### src/rtl/mac_pkg.sv
// Shared definitions for the matrix-vector MAC engine and its consumers.
package mac_pkg;

  typedef enum logic {
    ACC  = 1'b0,
    DONE = 1'b1
  } state_e;

  // Ceiling log2 with clog2(1) = 0.
  function automatic int unsigned clog2_u(input int unsigned n);
    int unsigned r;
    r = 0;
    for (int unsigned v = 1; v < n; v = v << 1) begin
      r = r + 1;
    end
    return r;
  endfunction

  // Accumulator width that cannot overflow for n products of two dw-bit operands.
  function automatic int unsigned acc_width(input int unsigned dw, input int unsigned n);
    return 2 * dw + clog2_u(n);
  endfunction

endpackage

### src/rtl/mac_lane.sv
// One row lane: DWxDW multiply feeding a full-precision AW-bit accumulator.
module mac_lane
  import mac_pkg::*;
#(
  parameter int unsigned DW     = 8,
  parameter int unsigned AW     = 18,
  parameter bit          SIGNED = 1'b0
) (
  input  logic          clk,
  input  logic          reset_n,
  input  logic          en,
  input  logic          load,
  input  logic [DW-1:0] a,
  input  logic [DW-1:0] b,
  output logic [AW-1:0] acc
);

  logic [AW-1:0] a_x;
  logic [AW-1:0] b_x;
  logic [AW-1:0] prod;
  logic [AW-1:0] acc_d;
  logic [AW-1:0] acc_q;

  // Extend operands to AW first; the low AW bits of the product are then
  // exact for both signed and unsigned operands since AW >= 2*DW.
  always_comb begin
    a_x   = SIGNED ? {{(AW-DW){a[DW-1]}}, a} : {{(AW-DW){1'b0}}, a};
    b_x   = SIGNED ? {{(AW-DW){b[DW-1]}}, b} : {{(AW-DW){1'b0}}, b};
    prod  = a_x * b_x;
    acc_d = load ? prod : (acc_q + prod);
  end

  // Accumulator register: overwrite on the first column, add on the rest.
  always_ff @(posedge clk or negedge reset_n) begin
    if (!reset_n) begin
      acc_q <= '0;
    end else if (en) begin
      acc_q <= acc_d;
    end
  end

  assign acc = acc_q;

endmodule

### src/rtl/mac_matvec_seq.sv
// Sequential NxN matrix-vector MAC: one column of A and one element of b per beat.
module mac_matvec_seq
  import mac_pkg::*;
#(
  parameter int unsigned N      = 3,
  parameter int unsigned DW     = 8,
  parameter bit          SIGNED = 1'b0,
  localparam int unsigned AW    = acc_width(DW, N)
) (
  input  logic            clk,
  input  logic            reset_n,
  input  logic            clear,
  input  logic            in_valid,
  output logic            in_ready,
  input  logic [N*DW-1:0] a_col,
  input  logic [DW-1:0]   b_elem,
  output logic            out_valid,
  input  logic            out_ready,
  output logic [N*AW-1:0] c
);

  localparam int unsigned     CW       = (N > 1) ? clog2_u(N) : 1;
  localparam logic [CW-1:0]   COL_LAST = CW'(N - 1);
  localparam logic [CW-1:0]   COL_ONE  = CW'(1);

  state_e        state_q;
  logic [CW-1:0] col_q;
  logic          beat;
  logic          first;

  // A beat in the same cycle as clear is dropped.
  assign beat      = in_valid && (state_q == ACC) && !clear;
  assign first     = (col_q == '0);
  assign in_ready  = (state_q == ACC);
  assign out_valid = (state_q == DONE);

  // Control FSM and column counter; DONE always returns to ACC through one bubble.
  always_ff @(posedge clk or negedge reset_n) begin
    if (!reset_n) begin
      state_q <= ACC;
      col_q   <= '0;
    end else begin
      case (state_q)
        ACC: begin
          if (clear) begin
            col_q <= '0;
          end else if (in_valid) begin
            if (col_q == COL_LAST) begin
              col_q   <= '0;
              state_q <= DONE;
            end else begin
              col_q <= col_q + COL_ONE;
            end
          end
        end
        DONE: begin
          if (out_ready) begin
            state_q <= ACC;
          end
        end
      endcase
    end
  end

  for (genvar i = 0; i < N; i++) begin : g_lane
    mac_lane #(
      .DW     (DW),
      .AW     (AW),
      .SIGNED (SIGNED)
    ) u_lane (
      .clk     (clk),
      .reset_n (reset_n),
      .en      (beat),
      .load    (first),
      .a       (a_col[i*DW +: DW]),
      .b       (b_elem),
      .acc     (c[i*AW +: AW])
    );
  end

endmodule
### config.mk
export PLATFORM = sky130hd
export DESIGN_NAME = mac_matvec_seq
export DESIGN_NICKNAME = d
export VERILOG_FILES = /design/src/rtl/mac_pkg.sv /design/src/rtl/mac_lane.sv /design/src/rtl/mac_matvec_seq.sv
export SDC_FILE = /design/constraint.sdc
export NUM_CORES = 1
export LEC_CHECK = 0
export CAP_MARGIN = 20
export CORE_UTILIZATION = 30
export DETAILED_ROUTE_END_ITERATION = 8
export HOLD_SLACK_MARGIN = 0.02
export PLACE_DENSITY = 0.49
export REMOVE_ABC_BUFFERS = 1
export SKIP_CTS_REPAIR_TIMING = 1
export SYNTH_ARGS = -nofsm -noshare
export SYNTH_HDL_FRONTEND = slang
export SYNTH_SLANG_ARGS = --single-unit
### constraint.sdc
create_clock -name clk -period 5.24 [get_ports clk]
set_input_delay 1.31 -clock clk [delete_from_list [all_inputs] [get_ports clk]]
set_output_delay 1.31 -clock clk [all_outputs]
set_load 0.02 [all_outputs]
Word-level counts from Yosys, hierarchy flattened. Index checks and enable logic that the tools add are counted.

Word-level logic and storage cells: 31. Memory bits (writable): 0. ROM bits: 0. Latch bits: 0. Memories: 0. Flip-flop bits (word level): 57.

Eq/ne operators: 1. $lt $le $gt $ge: 0. Reductions and logical operators: 6. $add $sub $neg: 4. Divide/modulo/power cells: 0. Bitwise logic cells: 1. Mux-type cells: 11. Multipliers: 3. Shifts and indexed selects: 0.

Operator list (number): adder 18 x 16 -> 18 bit (3); 2-to-1 mux 18 bit (3); multiplier 8 x 8 -> 16 bit (3); 2-to-1 mux 2 bit (3); 2-to-1 mux 1 bit (4); adder 2 x 1 -> 2 bit, second input constant (1); == test 2 bit, second input constant (1); logical AND 1 bit (2); zero test 2 bit (1); one-hot mux 1 bit (2 select lines) (1); AND reduction 2 bit (1); nonzero test 2 bit (1); zero test 1 bit (1); inverter 1 bit (1).

Depth between registers and ports, before layout.
Depth in word-level cells: 5. Depth in mapped cells: 25. Mapped depth without buffers: 24.

Hierarchy. A second synthesis with hierarchy kept.

Cell total of the unflattened synthesis: 1312. Area total of the unflattened synthesis: 11412.2 sq um.

Modules (own cells, without submodules): mac_lane (g_lane[2].u_lane) (instances 1, cells an instance 440, seq. area each 450.4 sq um, area each 3803.6 sq um); mac_lane (g_lane[0].u_lane) (instances 1, cells an instance 430, seq. area each 450.4 sq um, area each 3766.1 sq um); mac_lane (g_lane[1].u_lane) (instances 1, cells an instance 430, seq. area each 450.4 sq um, area each 3686.0 sq um); mac_matvec_seq (instances 1, cells an instance 12, seq. area each 75.1 sq um, area each 156.4 sq um).

Least setup slack after synthesis. OpenSTA, ideal clock, no wires.

Kind: input-to-reg. From: input port b_elem[2]. To: register g_lane[1].u_lane.acc_q[14]. Library setup time: 0.126 ns. Required time: 5.114 ns. Data arrival time: 6.446 ns. Stages on the path: 23. Path slack: -1.332 ns. Buffers on the path: 2. Cells stage by stage: clkbuf_1 nand2_1 fa_1 fa_1 inv_1 fa_1 inv_1 fa_1 inv_1 ha_1 a2111o_1 a31oi_1 nor2_1 nor2_1 xnor2_1 ha_1 clkbuf_1 a211o_1 nor4_2 o31ai_2 xnor2_1 nor2_1 a221o_1.

Longest elaborated chain between the ends: 3.

RTL lines: start, declared (line mac_matvec_seq.sv:16) `input logic [DW-1:0] b_elem,`; multiplier 8 x 8 -> 16 bit (*) (line mac_lane.sv:29) `prod = a_x * b_x;`; adder 18 x 16 -> 18 bit (line mac_lane.sv:30) `acc_d = load ? prod : (acc_q + prod);`; 2-to-1 mux 18 bit (*) (line mac_lane.sv:30); end signal, assigned (line mac_lane.sv:36) `acc_q <= '0;`; end signal, assigned (line mac_lane.sv:38) `acc_q <= acc_d;`; end, declared (line mac_lane.sv:22) `logic [AW-1:0] acc_q;`.

Every way passes the cells marked *; elsewhere a longest branch is shown, timed or not. A chain may end at the register's enable or synchronous reset.

Final worst setup path. Ends and elaborated chain as after synthesis.

==> key figures <==
Outcome
  – Status: finished, violations left
  – Failing checks: setup timing

Yosys
  – Post-synthesis sequential area ratio: 12.76%
  – Main synth FF type: dfrtp_1
  – Synth Instances: 1323
  – Mapped Avg Cell Area: 8.450 sq um
  – Netlist Area Pre-Place: approximately 11000 sq um
  – Synth unique cells: 74
  – Ys async rst share: 100.0%
  – Yosys reg bits: 57
  – YS warnings: 0
  – Post-synth EDFFs: 0

Timing
  – Worst Skew: 9.350 ps
  – Setup violators final: 30
  – Max-slew headroom: 42.94%
  – Setup TNS: -23160 ps
  – RSZ-0062 raised after global routing: true
  – F_max: 0.1565 GHz
  – Final worst slack: -1148 ps
  – Worst-Margin Slew: roughly 850 ps
  – Min cycle time layout: approximately 6400 ps
  – Slew Limit Fails: 0
  – Final hold violations: 0
  – Final period util: 121.9%

Worst setup path
  – Max incr delay on CP: 520 ps
  – Worst r2r path cells: 10
  – Worst EP arrival: 6630 ps
  – Slowest-stage cell, CP: fa_1
  – Most frequent CP cell: fa_1
  – Worst endpoint required time: 5480 ps
  – Critical Path, Cell by Cell: buf_12, buf_12, buf_6, and2_4, fa_1, fa_1, fa_1, inv_2, fa_1, inv_1, ha_2, a2111o_1, a31oi_4, nor2_2, nor2_1, xnor2_1, ha_1, a211o_1, nor4_2, buf_4, o31ai_4, xnor2_1, nor2_1, a221o_1
  – Critical path type: primary input to flip-flop
  – CP Launch Type: primary input
  – Reg2reg setup slack: 2560 ps
  – Maximum fanout along the worst path: 8
  – Critical Path Start: b_elem[2]
  – RR Startpoint: g_lane[1].u_lane.acc[0]
  – RR Endpoint: g_lane[1].u_lane.acc[14]
  – CP Capture Point: g_lane[1].u_lane.acc[14]
  – Crit path capture type: flip-flop

Detailed routing
  – # DRC: 0
  – Detail Route Antenna Nets: 0
  – First DRT Iteration DRCs: 356
  – Vias per std cell: 4.896
  – Drt wl/cell: 16.16 um
  – Final wirelength: ~35 mm
  – TritonRoute pass-1 iters: 4
  – Via count: 10460

Clock tree
  – Clock Tree Root: clkbuf_16
  – CTS tree: yes
  – Clk sinks: 57
  – Worst-Skew Late Latency: ~360 ps
  – CTS Buf Count: 9
  – Clock Tree Buf Depth: 2
  – H-tree levels: 3
  – Clock Pin Slew Worst Setup and Hold Paths: 60 ps

Die
  – Top-Level Pins: 93
  – Die X: 195.0 um
  – Rows: 70
  – Starting density of the core: 30.54%
  – Die H: 195.0 um
  – DIE AREA: 38040 sq um
  – Core area: approximately 37000 sq um

GRT
  – GR Overflow Total: 0
  – Vias in the first global route: 10100
  – First-pass GRT wire length: 51.05 mm
  – GRT Total Usage: 16.65%
  – Initial antenna violation count: 1
  – Largest net degree at the start of global routing: 57

Placement
  – RePlAce Congestion: between 0.8 and 0.9
  – HPWL Detailed: 24.85 mm
  – DP Worst Slack: -1968 ps
  – Inst Count DP: 2070
  – IO buf count: 92

Power
  – Leak pwr: just over 8 nW
  – Power density over the cells: about 750 nW/um^2
  – Final total power: between 10 and 15 mW
  – Maximum VDD drop: 549.8 uV

Final layout
  – Share of cells above drive strength 1: 31.29%
  – Multi-input logic area: 10090 sq um
  – Storage cell area: 1426 sq um
  – Filler instances: 3538
  – Non-Filler Instances: roughly 2100
  – Syn-to-layout area delta: 46.20%
  – Nets: 1971
  – Commonest non-fill, non-tap cell in the layout: buf_4
  – Leading cell types in the layout, fill and taps excluded: buf_4, and2_1, inv_1, ha_1, fa_1

Worst hold path
  – Worst hold path class: flip-flop to flip-flop

Run
  – Max-Cap Viols: 0
-- power by group --
group	leakage [nW]	switching (mW)	internal [mW]
logic	7.19	5.18	5.68
clock network	0.148	0.244	0.390
registers	0.708	0.202	0.611
total	8.05	5.63	6.68
-- state kept, by name (all words and copies together) (netlist names) --
register and flops:
g_lane.u_lane.acc 54, out_valid 1, col_q 2
-- per-layer routing --
layer  global-route usage [%]  wire [um]
met1                    22.96      16200
met2                    27.17      16570
met3                    2.850       1234
met4                    3.616        533
met5                        0          0
-- synth_stat cells (9+ instances only) --
| cell type | instances | share of area [%] |
|---|---|---|
| a211o_1 | 9 | 0.71 |
| a211oi_1 | 12 | 0.81 |
| a21o_1 | 28 | 1.9 |
| a21oi_1 | 81 | 3.6 |
| a31oi_1 | 14 | 0.78 |
| and2_1 | 171 | 9.6 |
| clkbuf_1 | 38 | 1.3 |
| dfrtp_1 | 57 | 13 |
| fa_1 | 111 | 20 |
| ha_1 | 159 | 18 |
| inv_1 | 163 | 5.5 |
| nand2_1 | 113 | 3.8 |
| nand3_1 | 14 | 0.63 |
| nor2_1 | 75 | 2.5 |
| nor3_1 | 19 | 0.85 |
| o21ai_0 | 61 | 2.7 |
| o21ai_1 | 12 | 0.54 |
| xnor2_1 | 35 | 2.7 |
| xor2_1 | 26 | 2.0 |
-- how the worst min path moves through the flow --
stage                       startpoint                 endpoint  slack [ps]  cells past startpoint
2_1_floorplan                 col_q[1]                 col_q[1]         490                      1
3_3_place_gp   g_lane[1].u_lane.acc[0]  g_lane[1].u_lane.acc[0]         500                      2
3_5_place_dp   g_lane[2].u_lane.acc[8]  g_lane[2].u_lane.acc[8]         500                      2
4_1_cts        g_lane[2].u_lane.acc[8]  g_lane[2].u_lane.acc[8]         520                      2
5_1_grt        g_lane[1].u_lane.acc[7]  g_lane[1].u_lane.acc[7]         550                      2
6_report       g_lane[2].u_lane.acc[8]  g_lane[2].u_lane.acc[8]         510                      2
-- layout make-up --
type / count / area share (%)
well taps: 468 / 3.583
clock buffers: 12 / 1.569
multi-input cells: 1063 / 61.72
diodes: 1 / 0.01531
clock inverters: 3 / 0.2450
flip-flops and latches: 57 / 8.727
inverters: 163 / 3.759
repair buffers: 370 / 20.38
-- cell families after synthesis --
kind of cell	Yosys count	share of synthesized area (%)
xor+xnor	61	4.779
simple gates	430	19.74
fa+ha+maj	270	37.67
flops	57	12.76
compound gates	295	17.58
buf+inv	203	6.838
mux	7	0.6268
-- through the flow --
| step | utilization [%] | hold WS [ps] | cell area [sq um] |
|---|---|---|---|
| global route | 44.64 | 552.9 | 16340 |
| global placement | 39.11 | 495.2 | 14320 |
| finish | 44.64 | 508.7 | 16340 |
| floorplan | - | 492.5 | 11030 |
| detailed placement | 39.11 | 502.0 | 14320 |
| CTS | 39.92 | 518.1 | 14610 |
-- worst max-delay path: cells and delay by family --
family	cells	cell delay [ps]
AO/OA/AOI/OAI	5	1300
AND/OR/NAND/NOR	5	620
adder cells (fa/ha/maj)	6	2450
buffers and inverters	6	630
XOR/XNOR	2	300
(Power assumes the default switching activity.)
